==> src/rtl/wb_arb_pkg.sv <==
// Shared constants, request type and round-robin pick helper for the write-back arbiter
// and any other shared port that reuses rr_arbiter.
package wb_arb_pkg;

  localparam int XLEN    = 32;
  localparam int REG_AW  = 5;
  localparam int MAX_REQ = 8;
  localparam int PICK_W  = 3;

  typedef struct packed {
    logic [REG_AW-1:0] rd;
    logic [XLEN-1:0]   data;
  } wb_req_t;

  typedef struct packed {
    logic              found;
    logic [PICK_W-1:0] idx;
  } rr_pick_t;

  // First set bit of valid scanning ptr, ptr+1, ... modulo n (n in 2..MAX_REQ).
  function automatic rr_pick_t rr_pick(input logic [MAX_REQ-1:0] valid,
                                       input logic [PICK_W-1:0]  ptr,
                                       input int                 n);
    rr_pick_t          res;
    logic [PICK_W-1:0] j;
    res.found = 1'b0;
    res.idx   = {PICK_W{1'b0}};
    // Scan from the far end so the closest candidate to ptr is written last.
    for (int k = MAX_REQ - 1; k >= 0; k--) begin
      j = PICK_W'((int'(ptr) + k) % n);
      if ((k < n) && valid[j]) begin
        res.found = 1'b1;
        res.idx   = j;
      end else begin
        res = res;
      end
    end
    return res;
  endfunction

endpackage

==> src/rtl/rr_arbiter.sv <==
// Round-robin arbiter: pointer register plus one-hot grant; the pointer moves past the
// winner only when a grant is issued.
module rr_arbiter
  import wb_arb_pkg::*;
#(
  parameter int  N  = 3,
  localparam int IW = $clog2(N)
) (
  input  logic          clk,
  input  logic          rst_l,
  input  logic [N-1:0]  req_i,
  input  logic          hold_i,
  output logic [N-1:0]  gnt_o,
  output logic [IW-1:0] gnt_idx_o
);

  logic [IW-1:0] ptr_q;
  logic [IW-1:0] ptr_d;
  logic [N-1:0]  gnt_s;
  logic [IW-1:0] gnt_idx_s;
  rr_pick_t      pick_s;

  // Grant decode and next pointer; no grant is ever issued while in reset or held.
  always_comb begin
    pick_s    = rr_pick(MAX_REQ'(req_i), PICK_W'(ptr_q), N);
    gnt_s     = {N{1'b0}};
    gnt_idx_s = {IW{1'b0}};
    ptr_d     = ptr_q;
    for (int i = 0; i < N; i++) begin
      if (rst_l && !hold_i && pick_s.found && (pick_s.idx == PICK_W'(i))) begin
        gnt_s[i]  = 1'b1;
        gnt_idx_s = IW'(i);
        ptr_d     = IW'((i + 1) % N);
      end else begin
        gnt_s[i] = 1'b0;
      end
    end
  end

  // Pointer register.
  always_ff @(posedge clk or negedge rst_l) begin
    if (!rst_l) begin
      ptr_q <= {IW{1'b0}};
    end else begin
      ptr_q <= ptr_d;
    end
  end

  assign gnt_o     = gnt_s;
  assign gnt_idx_o = gnt_idx_s;

endmodule

==> src/rtl/wb_port_arbiter.sv <==
// Shares the register-file write port among N_REQ write-back sources with round-robin
// arbitration and a registered write stage; writes to x0 are accepted but suppressed.
module wb_port_arbiter #(
  parameter int  N_REQ  = 3,
  parameter int  XLEN   = wb_arb_pkg::XLEN,
  parameter int  REG_AW = wb_arb_pkg::REG_AW,
  localparam int SW     = $clog2(N_REQ)
) (
  input  logic                    clk,
  input  logic                    rst_l,
  input  logic [N_REQ-1:0]        req_valid,
  input  logic [N_REQ*REG_AW-1:0] req_rd,
  input  logic [N_REQ*XLEN-1:0]   req_data,
  output logic [N_REQ-1:0]        req_ready,
  input  logic                    port_hold,
  output logic                    wb_en,
  output logic [REG_AW-1:0]       wb_addr,
  output logic [XLEN-1:0]         wb_data,
  output logic [SW-1:0]           wb_src,
  output logic [2**REG_AW-1:0]    pend_map
);

  logic [N_REQ-1:0]    gnt_s;
  logic [SW-1:0]       gnt_idx_s;
  logic                xfer_s;
  logic                wr_s;
  logic [REG_AW-1:0]   sel_rd_s;
  logic [XLEN-1:0]     sel_data_s;
  logic                wb_en_q;
  logic [REG_AW-1:0]   wb_addr_q;
  logic [XLEN-1:0]     wb_data_q;
  logic [SW-1:0]       wb_src_q;
  logic [2**REG_AW-1:0] pend_s;

  rr_arbiter #(
    .N(N_REQ)
  ) u_rr (
    .clk      (clk),
    .rst_l    (rst_l),
    .req_i    (req_valid),
    .hold_i   (port_hold),
    .gnt_o    (gnt_s),
    .gnt_idx_o(gnt_idx_s)
  );

  assign xfer_s = |gnt_s;

  // Request mux driven by the one-hot grant.
  always_comb begin
    sel_rd_s   = {REG_AW{1'b0}};
    sel_data_s = {XLEN{1'b0}};
    for (int i = 0; i < N_REQ; i++) begin
      if (gnt_s[i]) begin
        sel_rd_s   = req_rd[i*REG_AW +: REG_AW];
        sel_data_s = req_data[i*XLEN +: XLEN];
      end else begin
        sel_rd_s = sel_rd_s;
      end
    end
  end

  // x0 is never written; such a transfer only consumes the grant.
  assign wr_s = xfer_s && (sel_rd_s != {REG_AW{1'b0}});

  // A write is pending only in its accept cycle, since it is visible in wb_* one cycle later.
  always_comb begin
    pend_s = {(2**REG_AW){1'b0}};
    if (wr_s) begin
      pend_s[sel_rd_s] = 1'b1;
    end else begin
      pend_s = {(2**REG_AW){1'b0}};
    end
  end

  // Output register stage; address/data/source hold when nothing is accepted.
  always_ff @(posedge clk or negedge rst_l) begin
    if (!rst_l) begin
      wb_en_q   <= 1'b0;
      wb_addr_q <= {REG_AW{1'b0}};
      wb_data_q <= {XLEN{1'b0}};
      wb_src_q  <= {SW{1'b0}};
    end else if (xfer_s) begin
      wb_en_q   <= wr_s;
      wb_addr_q <= sel_rd_s;
      wb_data_q <= sel_data_s;
      wb_src_q  <= gnt_idx_s;
    end else begin
      wb_en_q   <= 1'b0;
      wb_addr_q <= wb_addr_q;
      wb_data_q <= wb_data_q;
      wb_src_q  <= wb_src_q;
    end
  end

  assign req_ready = gnt_s;
  assign pend_map  = pend_s;
  assign wb_en     = wb_en_q;
  assign wb_addr   = wb_addr_q;
  assign wb_data   = wb_data_q;
  assign wb_src    = wb_src_q;

endmodule

==> config.mk <==
export PLATFORM = sky130hd
export DESIGN_NAME = wb_port_arbiter
export DESIGN_NICKNAME = d
export VERILOG_FILES = /design/src/rtl/wb_arb_pkg.sv /design/src/rtl/rr_arbiter.sv /design/src/rtl/wb_port_arbiter.sv
export SDC_FILE = /design/constraint.sdc
export NUM_CORES = 1
export LEC_CHECK = 0
export BUFFER_PORTS_ARGS = -buffer_cell sky130_fd_sc_hd__buf_2
export CORE_UTILIZATION = 30
export DETAILED_ROUTE_END_ITERATION = 6
export GPL_TIMING_DRIVEN = 0
export PLACE_DENSITY = 0.59
export SYNTH_ARGS = -nofsm -noshare
export SYNTH_HDL_FRONTEND = slang
export SYNTH_HIERARCHICAL = 1
export SYNTH_SLANG_ARGS = --single-unit
==> constraint.sdc <==
create_clock -name clk -period 7.4 [get_ports clk]
set_input_delay 2.22 -clock clk [delete_from_list [all_inputs] [get_ports clk]]
set_output_delay 2.22 -clock clk [all_outputs]
set_load 0.02 [all_outputs]
**After elaboration in Yosys (flattened, before gate mapping)**

Cells that the tools add are included.

- Register bits after elaboration: 42
- Input bits: 117
- Output and inout port bits: 75
- Logic and storage cells: 56

- Magnitude comparators: 5
- Divide/modulo/power cells: 3
- Muxes and demuxes: 27
- Equality and inequality tests: 2
- Add/sub/neg operators: 2
- Reduce and logical (&&, ||, !) cells: 12

Operator list:

| kind | number |
|---|---|
| 32-bit two-way mux | 4 |
| 32-bit by 3-bit remainder unit with 32-bit output, second input constant | 2 |
| 3-bit by 3-bit remainder unit with 32-bit output, second input constant | 1 |
| 5-bit two-way mux | 3 |
| 3-bit by 4-bit < comparator with 1-bit output, second input constant | 3 |
| 4-bit two-way mux | 3 |
| 1-bit binary-select mux with 3-bit select | 3 |
| 1-bit two-way mux | 9 |
| 2-bit two-way mux | 4 |
| 1-bit logical AND | 7 |
| 5-bit by 6-bit < comparator with 1-bit output, second input constant | 1 |
| 1-bit demux with 5-bit select | 1 |
| 5-bit by 1-bit >= comparator with 1-bit output, second input constant | 1 |
| 5-bit nonzero test | 1 |
| 2-bit by 1-bit adder with 3-bit output, second input constant | 1 |
| 2-bit by 2-bit adder with 3-bit output, second input constant | 1 |
| 3-bit by 1-bit == test with 1-bit output, second input constant | 1 |
| 3-bit by 2-bit == test with 1-bit output, second input constant | 1 |
| 3-bit logical NOT | 1 |
| 3-bit nonzero test | 1 |
| 3-bit OR reduction | 1 |
| 1-bit logical NOT | 1 |

**Logic depth before layout (Yosys ltp)**

Gate-level depths: netlist (run 1).

- Depth in word-level cells: 18
- Mapped depth: 15
- Depth with buffers taken out: 12

**By module**

The synthesis (run 1) kept the hierarchy.

By module, submodules not included:

| module | seq. area each (µm²) | cells each | area each (µm²) | instances |
|---|---|---|---|---|
| wb_port_arbiter | 1001.0 | 243 | 2148.3 | 1 |
| rr_arbiter | 50.0 | 48 | 430.4 | 1 |

**Worst setup path before layout (run 1)**

OpenSTA, ideal clock, no wires.

- Kind: input -> output
- Start point: in req_valid[1]
- End point: out pend_map[20]
- Data arrival time: 4526 ps
- Cell stages on the path: 10
- Path buffers: 1
- Setup slack: 654 ps
- Cell sequence: or4b_4 o21ai_2 o311ai_4 nor2b_4 and2_1 buf_6 a21oi_2 a22o_1 or3_4 nor2_1

RTL lines:

| what | RTL line | text |
|---|---|---|
| start, declared | wb_port_arbiter.sv:11 | `input logic [N_REQ-1:0] req_valid,` |
| 1-bit binary-select mux with 3-bit select | wb_arb_pkg.sv:31 | `if ((k < n) && valid[j]) begin` |
| 1-bit two-way mux (implied by the code) | wb_arb_pkg.sv:31 |  |
| 4-bit two-way mux (2 in a row) | wb_arb_pkg.sv:31 |  |
| 4-bit two-way mux * | wb_arb_pkg.sv:31 |  |
| 3-bit by 1-bit == test with 1-bit output or 1-bit logical AND (tied branches) | rr_arbiter.sv:30 | `if (rst_l && !hold_i && pick_s.found && (pick_s.idx == PICK_W'(i))) begin` |
| 1-bit logical AND * | rr_arbiter.sv:30 |  |
| 1-bit two-way mux * | rr_arbiter.sv:30 |  |
| via req_ready[1] | wb_port_arbiter.sv:14 | `output logic [N_REQ-1:0] req_ready,` |
| 5-bit two-way mux (2 in a row) | wb_port_arbiter.sv:53 | `if (gnt_s[i]) begin` |
| 5-bit by 6-bit < comparator with 1-bit output (implied by the code) or 5-bit by 1-bit >= comparator with 1-bit output (tied branches) | wb_port_arbiter.sv:69 | `pend_s[sel_rd_s] = 1'b1;` |
| 1-bit logical AND (implied by the code) | wb_port_arbiter.sv:69 |  |
| 1-bit two-way mux (implied by the code) | wb_port_arbiter.sv:69 |  |
| 1-bit demux with 5-bit select | wb_port_arbiter.sv:69 |  |
| 32-bit two-way mux * | wb_port_arbiter.sv:68 | `if (wr_s) begin` |
| end, declared | wb_port_arbiter.sv:20 | `output logic [2**REG_AW-1:0] pend_map` |

The timed path passes the listed nets; every way through them passes the cells marked *. The select of a mux whose other input is x is not followed.

**Worst setup path after layout (run 1)**

- Start point: in req_valid[1]
- End point: out pend_map[1]

- Longest elaborated chain between the ends: 16

Ends and longest elaborated chain:

| what | RTL line |
|---|---|
| 1-bit binary-select mux with 3-bit select | wb_arb_pkg.sv:31 |
| 1-bit two-way mux (implied by the code) | wb_arb_pkg.sv:31 |
| 4-bit two-way mux (2 in a row) | wb_arb_pkg.sv:31 |
| 4-bit two-way mux * | wb_arb_pkg.sv:31 |
| 3-bit logical NOT or 1-bit logical AND (tied branches) | rr_arbiter.sv:30 |
| 1-bit logical AND | rr_arbiter.sv:30 |
| 1-bit two-way mux | rr_arbiter.sv:30 |
| 5-bit two-way mux (3 in a row) | wb_port_arbiter.sv:53 |
| 5-bit by 6-bit < comparator with 1-bit output (implied by the code) or 5-bit by 1-bit >= comparator with 1-bit output (tied branches) | wb_port_arbiter.sv:69 |
| 1-bit logical AND (implied by the code) | wb_port_arbiter.sv:69 |
| 1-bit two-way mux (implied by the code) | wb_port_arbiter.sv:69 |
| 1-bit demux with 5-bit select | wb_port_arbiter.sv:69 |
| 32-bit two-way mux * | wb_port_arbiter.sv:68 |

Every way passes the cells marked *; elsewhere a longest branch is shown, timed or not. The select of a mux whose other input is x is not followed.

==> report_table.html, run 1 <==
<table>
<tr><th>Metric</th><th>Value</th></tr>
<tr><th colspan="2">Cells and area</th></tr>
<tr><td>Post-route cell area</td><td>3810 um^2</td></tr>
<tr><td>Commonest non-fill, non-tap cell in the layout</td><td>buf_2</td></tr>
<tr><td>Number of diodes added for antenna fixing</td><td>0</td></tr>
<tr><td>Most frequent cells in the layout</td><td>201 x buf_2, 65 x o22ai_1, 42 x dfrtp_1</td></tr>
<tr><td>Layout cells sized above 1</td><td>47.2%</td></tr>
<tr><td>Post-route core utilization</td><td>46.1%</td></tr>
<tr><td>Post-layout nets</td><td>611</td></tr>
<tr><td>Area growth, synth to finish</td><td>47.7%</td></tr>
<tr><th colspan="2">Timing</th></tr>
<tr><td>Worst slew margin</td><td>31.5%</td></tr>
<tr><td>Total setup violations reported at the end of the flow</td><td>0</td></tr>
<tr><td>Setup repair after global routing missed its margin</td><td>false</td></tr>
<tr><td>Setup TNS Final</td><td>0 ns</td></tr>
<tr><td>Final period utilization</td><td>96.1%</td></tr>
<tr><td>Actual transition at the worst max-transition pin</td><td>1.02 ns</td></tr>
<tr><td>Max Transition Viols Final</td><td>0</td></tr>
<tr><td>Fin. Hold Viols</td><td>0</td></tr>
<tr><td>Post-route clock skew</td><td>0.00875 ns</td></tr>
<tr><td>FMAX</td><td>0.141 GHz</td></tr>
<tr><td>Final critical path time including I/O delays and setup</td><td>7.11 ns</td></tr>
<tr><th colspan="2">Setup path</th></tr>
<tr><td>Worst-case reg-to-reg path depth</td><td>12</td></tr>
<tr><td>Beginning of the worst register-to-register path</td><td>u_rr/ptr_q[1]$_DFFE_PN0P_</td></tr>
<tr><td>Worst Path Required</td><td>5.18 ns</td></tr>
<tr><td>Crit Path Class</td><td>in2out</td></tr>
<tr><td>Beginning of the critical path</td><td>req_valid[1]</td></tr>
<tr><td>Maximum cell stage delay along the critical path</td><td>0.53 ns</td></tr>
<tr><td>Critical path data arrival time</td><td>4.89 ns</td></tr>
<tr><td>Maximum fanout encountered on the critical timing path</td><td>10</td></tr>
<tr><td>Crit-path most repeated cell</td><td>buf_2</td></tr>
<tr><td>CP max stage cell</td><td>a222oi_1</td></tr>
<tr><td>Element type at the critical path start</td><td>primary input</td></tr>
<tr><td>Reg-to-reg critical path endpoint</td><td>wb_en$_DFF_PN0_</td></tr>
<tr><td>Sequence of cells on the critical path</td><td>buf_2, a21boi_0, a222oi_1, o311ai_4, nor3_1, buf_4, buf_2, a21oi_1, a2bb2oi_1, or2_1, buf_2, nor3_2, buf_2</td></tr>
<tr><td>Register-to-Register Setup Slack</td><td>3.95 ns</td></tr>
<tr><td>Endpoint class of the critical path</td><td>primary output</td></tr>
<tr><th colspan="2">Yosys</th></tr>
<tr><td>Cell count after synthesis</td><td>291</td></tr>
<tr><td>Fraction of registers with async set/reset</td><td>100%</td></tr>
<tr><td>Share of synthesized area occupied by flip-flops and latches</td><td>40.8%</td></tr>
<tr><td>Yosys warning count</td><td>6</td></tr>
<tr><td>Total standard cell area after synthesis</td><td>2580 um^2</td></tr>
<tr><td>Nets in the synthesized netlist</td><td>414</td></tr>
<tr><td>Number of enable-type register cells in the synthesized netlist</td><td>0</td></tr>
<tr><td>Main flop type after synthesis</td><td>dfrtp_1</td></tr>
<tr><td>Number of distinct library cells after synthesis</td><td>44</td></tr>
<tr><td>Mapped Avg Cell Area</td><td>8.86 um^2</td></tr>
<tr><td>FF+latch count, synth</td><td>42</td></tr>
<tr><th colspan="2">Clock tree</th></tr>
<tr><td>Buffer cell driving the clock tree root</td><td>clkbuf_8</td></tr>
<tr><td>Total clock buffers created by CTS</td><td>5</td></tr>
<tr><td>TritonCTS clock tree</td><td>yes</td></tr>
<tr><td>Sink Count</td><td>42</td></tr>
<tr><td>Clock transition at the registers of the reported paths</td><td>0.08 ns</td></tr>
<tr><td>H-tree levels</td><td>2</td></tr>
<tr><td>Clk_lat worst skew</td><td>0.29 ns</td></tr>
<tr><td>Maximum count of clock buffers along a single path</td><td>2</td></tr>
<tr><th colspan="2">Place</th></tr>
<tr><td>Routability cong.</td><td>0.852</td></tr>
<tr><td>Area after DPL</td><td>3660 um^2</td></tr>
<tr><td>Estimated wirelength of the detail-placed design</td><td>6620 um</td></tr>
<tr><td>Number of buffers inserted by port buffering</td><td>190</td></tr>
<tr><th colspan="2">Drt</th></tr>
<tr><td>Drt wl/cell</td><td>14.1 um</td></tr>
<tr><td>Post-detailed-routing wire length</td><td>8390 um</td></tr>
<tr><td>Routed vias</td><td>2975</td></tr>
<tr><td>Post-route DRC violation count</td><td>0</td></tr>
<tr><td>DRT antenna net count</td><td>0</td></tr>
<tr><td>First-pass detailed-route iteration total</td><td>7</td></tr>
<tr><td>Average vias per placed instance</td><td>5.01</td></tr>
<tr><td>First DRT Iteration DRCs</td><td>80</td></tr>
<tr><th colspan="2">Flow run</th></tr>
<tr><td>Number of max-cap violations</td><td>0</td></tr>
<tr><th colspan="2">Die</th></tr>
<tr><td>Die area</td><td>8970 um^2</td></tr>
<tr><td>Width of the die</td><td>94.7 um</td></tr>
<tr><td>Height of the die</td><td>94.7 um</td></tr>
<tr><td># rows</td><td>33</td></tr>
<tr><td>Ports placed on the boundary</td><td>192</td></tr>
<tr><td>Starting density of the core</td><td>31.2%</td></tr>
<tr><td>Area of the core region</td><td>8260 um^2</td></tr>
<tr><th colspan="2">Power and ir drop</th></tr>
<tr><td>Pwr Density</td><td>417 nW/um^2</td></tr>
<tr><td>Static leakage</td><td>1.95 nW</td></tr>
<tr><td>Worst-case vdd ir drop</td><td>0.000225 V</td></tr>
<tr><th colspan="2">Min path</th></tr>
<tr><td>Class of the worst hold path</td><td>reg2reg</td></tr>
<tr><td>End point of the worst hold path</td><td>wb_src[1]$_DFFE_PN0P_</td></tr>
<tr><td>Min-delay src</td><td>wb_src[1]$_DFFE_PN0P_</td></tr>
<tr><td>Number of stages on the worst hold path</td><td>2</td></tr>
<tr><th colspan="2">Global routing</th></tr>
<tr><td>Via count of the first global-routing pass</td><td>2646</td></tr>
<tr><td>First-pass GRT wire length</td><td>12500 um</td></tr>
<tr><td>Largest net degree at the start of global routing</td><td>44</td></tr>
<tr><td>Global route total overflow</td><td>0</td></tr>
<tr><td>Global routing usage summed across all routing layers</td><td>17.8%</td></tr>
<tr><td>Number of antenna violations at the first check in global routing</td><td>0</td></tr>
<tr><th colspan="2">Status</th></tr>
<tr><td>Outcome</td><td>completed</td></tr>
</table>
through the flow:
stage | hold WS [ns] | power, W | instances | setup slack, ns
global placement | 0.454 | 0.00136 | 586 | 0.0764
finish | 0.473 | 0.00159 | 594 | 0.288
detailed placement | 0.460 | 0.00138 | 586 | 0.0725
floorplan | 0.531 | 0.00109 | 291 | 0.654
global route | 0.510 | 0.00171 | 594 | 0.00195
CTS | 0.481 | 0.00160 | 594 | 0.0678
where the power goes:
group | switching (W) | internal, W | leakage, nW
registers | 0.0000622 | 0.000346 | 0.476
logic | 0.000589 | 0.000376 | 1.41
clock network | 0.0000792 | 0.000135 | 0.0683
total | 0.000731 | 0.000857 | 1.95
worst max path at each step:
stage / cells past startpoint / slack (ns) / to
floorplan: 10 / 0.65 / pend_map[20]
global placement: 10 / 0.08 / pend_map[30]
detailed placement: 10 / 0.07 / pend_map[30]
CTS: 10 / 0.07 / pend_map[30]
global route: 12 / 0.002 / pend_map[26]
finish: 13 / 0.29 / pend_map[1]
cells by family (layout without fill, tap and decap cells):
kind of cell | after synthesis | after routing | share of synthesized area [%]
AND/OR/NAND/NOR | 84 | 84 | 17.6
flip-flops | 42 | 42 | 40.8
adder cells (fa/ha/maj) | 6 | 6 | 2.91
multiplexers | 3 | 3 | 1.16
AO/OA/AOI/OAI | 119 | 119 | 30.0
buffers and inverters | 36 | 234 | 7.42
other | 1 | 1 | 0.145
critical path, delay by kind of cell:
kind	cells	cell delay (ns)
simple gates	3	0.55
buf+inv	5	0.92
compound gates	5	1.21
Yosys cell counts (2+ instances only):
library cell,count,area (um^2)
o22ai_1,65,407
dfrtp_1,42,1050
a21oi_1,35,175
nor2_1,34,128
nand2_1,16,60.1
buf_2,12,60.1
inv_1,8,30.0
clkbuf_1,6,22.5
ha_1,6,75.1
nand2b_1,5,31.3
buf_6,4,45.0
nand3_1,4,20.0
nand3b_1,4,30.0
or3_4,4,45.0
a21o_1,3,22.5
a22o_1,3,26.3
and2_1,3,18.8
buf_1,3,11.3
buf_4,3,22.5
mux2i_1,3,30.0
or2_1,3,18.8
a22oi_1,2,15.0
nor3_1,2,10.0
state kept, by name, indices dropped and copies added (netlist names):
name        count
wb_data        32
u_rr/ptr_q      2
wb_src          2
wb_en           1
wb_addr         5
metal layers:
layer | global-route usage, % | wire length [um] | up-vias
met5 | 0 | 0 | -
met4 | 3.66 | 84 | 0
met3 | 3.30 | 545 | 7
met2 | 30.2 | 4220 | 134
met1 | 23.5 | 3540 | 1365
li1 | - | - | 1469
layout make-up:
cell class / instances / area [um^2]
fillers: 845 / 4450
multi-input cells: 213 / 1350
flip-flops and latches: 42 / 1050
repair buffers: 190 / 953
plain buffers: 28 / 161
well taps: 105 / 131
clock buffers: 5 / 68.8
clock inverters: 3 / 68.8
inverters: 8 / 30.0
repair_timing:
action,in CTS,in global routing
setup endpoints to repair,0,31
buffers inserted,0,0
gates resized for setup,0,2
hold buffers,0,0
No activity file was read; power rests on OpenSTA's default activity.
==> run 2: changes to the inputs <==
CORE_UTILIZATION = 44   (was 30)
PLACE_DENSITY = 0.83   (was 0.59)
SKIP_CTS_REPAIR_TIMING = 1   (was unset)
==> run 2 against run 1 <==
  * Critical path depth down 1
  * Critical path type unchanged
  * Fmax up 0.16%
  * Setup slack better by 0.011 ns
  * Sequential power up 1%
  * Clock skew down 0.0027 ns
  * Sequential share of layout area up 0.57 points
  * Combinational power up 0.9%
  * Global-route usage up 9.3 points
  * Hold slack worse by 0.0011 ns
==> report_table.html, run 2 (synthesis results as in run 1) <==
<table>
<tr><th>Metric</th><th>Value</th></tr>
<tr><th colspan="2">Setup path</th></tr>
<tr><td>Critical path data arrival time</td><td>4.88 ns (was 4.89 ns)</td></tr>
<tr><td>Crit-path most repeated cell</td><td>buf_2 (unchanged)</td></tr>
<tr><td>CP max stage cell</td><td>o32ai_1 (was a222oi_1)</td></tr>
<tr><td>Maximum fanout encountered on the critical timing path</td><td>9 (was 10)</td></tr>
<tr><td>Crit Path Class</td><td>in2out (unchanged)</td></tr>
<tr><td>Sequence of cells on the critical path</td><td>buf_2, mux2i_1, o22ai_1, o32ai_1, nor2b_4, and2_1, buf_6, nand3b_1, a31oi_2, nand3_1, nor3_2, buf_2 (was buf_2, a21boi_0, a222oi_1, o311ai_4, nor3_1, buf_4, buf_2, a21oi_1, a2bb2oi_1, or2_1, buf_2, nor3_2, buf_2)</td></tr>
<tr><td>Element type at the critical path start</td><td>primary input (unchanged)</td></tr>
<tr><td>Endpoint class of the critical path</td><td>primary output (unchanged)</td></tr>
<tr><td>Maximum cell stage delay along the critical path</td><td>0.46 ns (was 0.53 ns)</td></tr>
<tr><td>Worst Path Required</td><td>5.18 ns (about the same)</td></tr>
<tr><th colspan="2">Cells and area</th></tr>
<tr><td>Filler instances</td><td>466 (was 845)</td></tr>
<tr><td>Commonest non-fill, non-tap cell in the layout</td><td>buf_2 (unchanged)</td></tr>
<tr><td>Post-route cell area</td><td>3730 um^2 (was 3810 um^2)</td></tr>
<tr><td>Flip-flop count of the largest register, all copies and words added</td><td>32 (unchanged)</td></tr>
<tr><td>Number of diodes added for antenna fixing</td><td>0 (unchanged)</td></tr>
<tr><td>Post-route core utilization</td><td>67.0% (was 46.1%)</td></tr>
<tr><td>Layout cells sized above 1</td><td>47.0% (was 47.2%)</td></tr>
<tr><td>Most frequent cells in the layout</td><td>201 x buf_2, 65 x o22ai_1, 42 x dfrtp_1 (unchanged)</td></tr>
<tr><td>Post-layout nets</td><td>611 (unchanged)</td></tr>
<tr><td>Area growth, synth to finish</td><td>44.7% (was 47.7%)</td></tr>
<tr><th colspan="2">Power and ir drop</th></tr>
<tr><td>Register share of total power</td><td>26.3% (was 25.7%)</td></tr>
<tr><td>Internal power of the cells</td><td>0.000822 W (was 0.000857 W)</td></tr>
<tr><td>Pwr Density</td><td>419 nW/um^2 (was 417 nW/um^2)</td></tr>
<tr><td>Clock network fraction of design power</td><td>11.5% (was 13.5%)</td></tr>
<tr><td>Switching portion of total power</td><td>47.5% (was 46.0%)</td></tr>
<tr><td>Worst-case vdd ir drop</td><td>0.000221 V (was 0.000225 V)</td></tr>
<tr><td>Static leakage</td><td>1.94 nW (was 1.95 nW)</td></tr>
<tr><td>Share of total power in combinational logic</td><td>62.2% (was 60.8%)</td></tr>
<tr><td>Net switching component of the power</td><td>0.000744 W (was 0.000731 W)</td></tr>
<tr><th colspan="2">Place</th></tr>
<tr><td>Area after DPL</td><td>3620 um^2 (was 3660 um^2)</td></tr>
<tr><td>Routability cong.</td><td>0.840 (was 0.852)</td></tr>
<tr><td>Estimated wirelength of the detail-placed design</td><td>6640 um (was 6620 um)</td></tr>
<tr><td>Worst slack after detailed placement</td><td>0.162 ns (was 0.0725 ns)</td></tr>
<tr><td>Number of buffers inserted by port buffering</td><td>190 (unchanged)</td></tr>
<tr><th colspan="2">Drt</th></tr>
<tr><td>DRT antenna net count</td><td>0 (unchanged)</td></tr>
<tr><td>First-pass detailed-route iteration total</td><td>4 (was 7)</td></tr>
<tr><td>First DRT Iteration DRCs</td><td>161 (was 80)</td></tr>
<tr><td>Drt wl/cell</td><td>15.0 um (was 14.1 um)</td></tr>
<tr><td>Post-route DRC violation count</td><td>0 (unchanged)</td></tr>
<tr><td>Average vias per placed instance</td><td>5.50 (was 5.01)</td></tr>
<tr><td>Post-detailed-routing wire length</td><td>8430 um (was 8390 um)</td></tr>
<tr><td>Routed vias</td><td>3088 (was 2975)</td></tr>
<tr><th colspan="2">Timing</th></tr>
<tr><td>Post-route clock skew</td><td>0.00600 ns (was 0.00875 ns)</td></tr>
<tr><td>Fin. Hold Viols</td><td>0 (unchanged)</td></tr>
<tr><td>Max Transition Viols Final</td><td>0 (unchanged)</td></tr>
<tr><td>Actual transition at the worst max-transition pin</td><td>0.907 ns (was 1.02 ns)</td></tr>
<tr><td>Total setup violations reported at the end of the flow</td><td>0 (unchanged)</td></tr>
<tr><td>Setup TNS Final</td><td>0 ns (unchanged)</td></tr>
<tr><td>Final critical path time including I/O delays and setup</td><td>7.10 ns (was 7.11 ns)</td></tr>
<tr><td>Setup repair after global routing missed its margin</td><td>false (unchanged)</td></tr>
<tr><td>Setup ws final</td><td>0.299 ns (was 0.288 ns)</td></tr>
<tr><td>Worst slew margin</td><td>39.1% (was 31.5%)</td></tr>
<tr><td>Final period utilization</td><td>96.0% (was 96.1%)</td></tr>
<tr><td>FMAX</td><td>0.141 GHz (about the same)</td></tr>
<tr><th colspan="2">Die</th></tr>
<tr><td>Height of the die</td><td>78.6 um (was 94.7 um)</td></tr>
<tr><td>Area of the core region</td><td>5570 um^2 (was 8260 um^2)</td></tr>
<tr><td>Die area</td><td>6170 um^2 (was 8970 um^2)</td></tr>
<tr><td>Ports placed on the boundary</td><td>192 (unchanged)</td></tr>
<tr><td>Width of the die</td><td>78.6 um (was 94.7 um)</td></tr>
<tr><td>Starting density of the core</td><td>46.3% (was 31.2%)</td></tr>
<tr><td># rows</td><td>27 (was 33)</td></tr>
<tr><th colspan="2">Clock tree</th></tr>
<tr><td>Sink Count</td><td>42 (unchanged)</td></tr>
<tr><td>Clock transition at the registers of the reported paths</td><td>0.08 ns (about the same)</td></tr>
<tr><td>Total clock buffers created by CTS</td><td>5 (unchanged)</td></tr>
<tr><td>Maximum count of clock buffers along a single path</td><td>2 (unchanged)</td></tr>
<tr><td>H-tree levels</td><td>2 (unchanged)</td></tr>
<tr><td>TritonCTS clock tree</td><td>yes (unchanged)</td></tr>
<tr><td>Clk_lat worst skew</td><td>0.29 ns (about the same)</td></tr>
<tr><td>Buffer cell driving the clock tree root</td><td>clkbuf_8 (unchanged)</td></tr>
<tr><th colspan="2">Global routing</th></tr>
<tr><td>Largest net degree at the start of global routing</td><td>44 (unchanged)</td></tr>
<tr><td>Met2 global-route usage</td><td>47.2% (was 30.2%)</td></tr>
<tr><td>First-pass GRT wire length</td><td>13100 um (was 12500 um)</td></tr>
<tr><td>Via count of the first global-routing pass</td><td>2792 (was 2646)</td></tr>
<tr><td>Global routing usage summed across all routing layers</td><td>27.1% (was 17.8%)</td></tr>
<tr><td>Number of antenna violations at the first check in global routing</td><td>0 (unchanged)</td></tr>
<tr><td>Global route total overflow</td><td>0 (unchanged)</td></tr>
<tr><td>Met1 layer usage reported by global route</td><td>32.6% (was 23.5%)</td></tr>
<tr><td>Routing usage on met3</td><td>4.53% (was 3.30%)</td></tr>
<tr><td>GR peak layer</td><td>met2 (unchanged)</td></tr>
<tr><th colspan="2">Min path</th></tr>
<tr><td>Class of the worst hold path</td><td>reg2reg (unchanged)</td></tr>
<tr><th colspan="2">Flow run</th></tr>
<tr><td>Number of max-cap violations</td><td>0 (unchanged)</td></tr>
<tr><th colspan="2">Status</th></tr>
<tr><td>Outcome</td><td>completed (unchanged)</td></tr>
</table>
-- run 2: stage by stage --
step           std cells  hold slack, ns  power [W]
2_1_floorplan        291           0.531    0.00109
3_3_place_gp         553           0.452    0.00134
3_5_place_dp         553           0.460    0.00138
4_1_cts              561           0.478    0.00157
5_1_grt              561           0.518    0.00168
6_report             561           0.472    0.00157
-- run 2: critical path, delay by kind of cell --
| family | cells | cell delay [ns] |
|---|---|---|
| AOI/OAI and AO/OA | 3 | 1.06 |
| buffers and inverters | 3 | 0.45 |
| muxes | 1 | 0.15 |
| and+or+nand+nor | 5 | 1.01 |
-- run 2: path summary, 6_finish.rpt --
check,startpoint,endpoint,slack (ns),depth (start not counted)
min in group asynchronous,rst_l,wb_data[19]$_DFFE_PN0P_,1.96,1
setup reg to reg,u_rr/ptr_q[0]$_DFFE_PN0P_,wb_en$_DFF_PN0_,3.96,14
setup / recovery,req_valid[2],pend_map[1],0.30,12
hold / removal,wb_src[0]$_DFFE_PN0P_,wb_src[0]$_DFFE_PN0P_,0.47,2
max in group asynchronous,rst_l,wb_data[11]$_DFFE_PN0P_,5.04,1
hold reg to reg,wb_src[0]$_DFFE_PN0P_,wb_src[0]$_DFFE_PN0P_,0.47,2
-- run 2: layout make-up --
type	count	area [um^2]	area share, %
clock inverter	2	37.5	1.01
clock buffer	6	72.6	1.94
buffer	28	161	4.32
inverter	8	30.0	0.805
timing repair buffer	190	953	25.5
tap	72	90.1	2.41
sequential	42	1050	28.2
multi-input combinational	213	1340	35.8
-- run 2: routing by layer --
layer	vias to the layer above	routed length (um)
met5	-	0
met4	0	261
met3	26	477
met2	163	4300
met1	1436	3390
li1	1463	-
-- run 2: power groups by stage --
stage / registers (W) / clock network, W / logic (W)
2_1_floorplan: 0.000536 / 0 / 0.000551
3_3_place_gp: 0.000408 / 0 / 0.000932
3_5_place_dp: 0.000410 / 0 / 0.000974
4_1_cts: 0.000410 / 0.000184 / 0.000972
5_1_grt: 0.000426 / 0.000195 / 0.00106
6_report: 0.000412 / 0.000179 / 0.000974
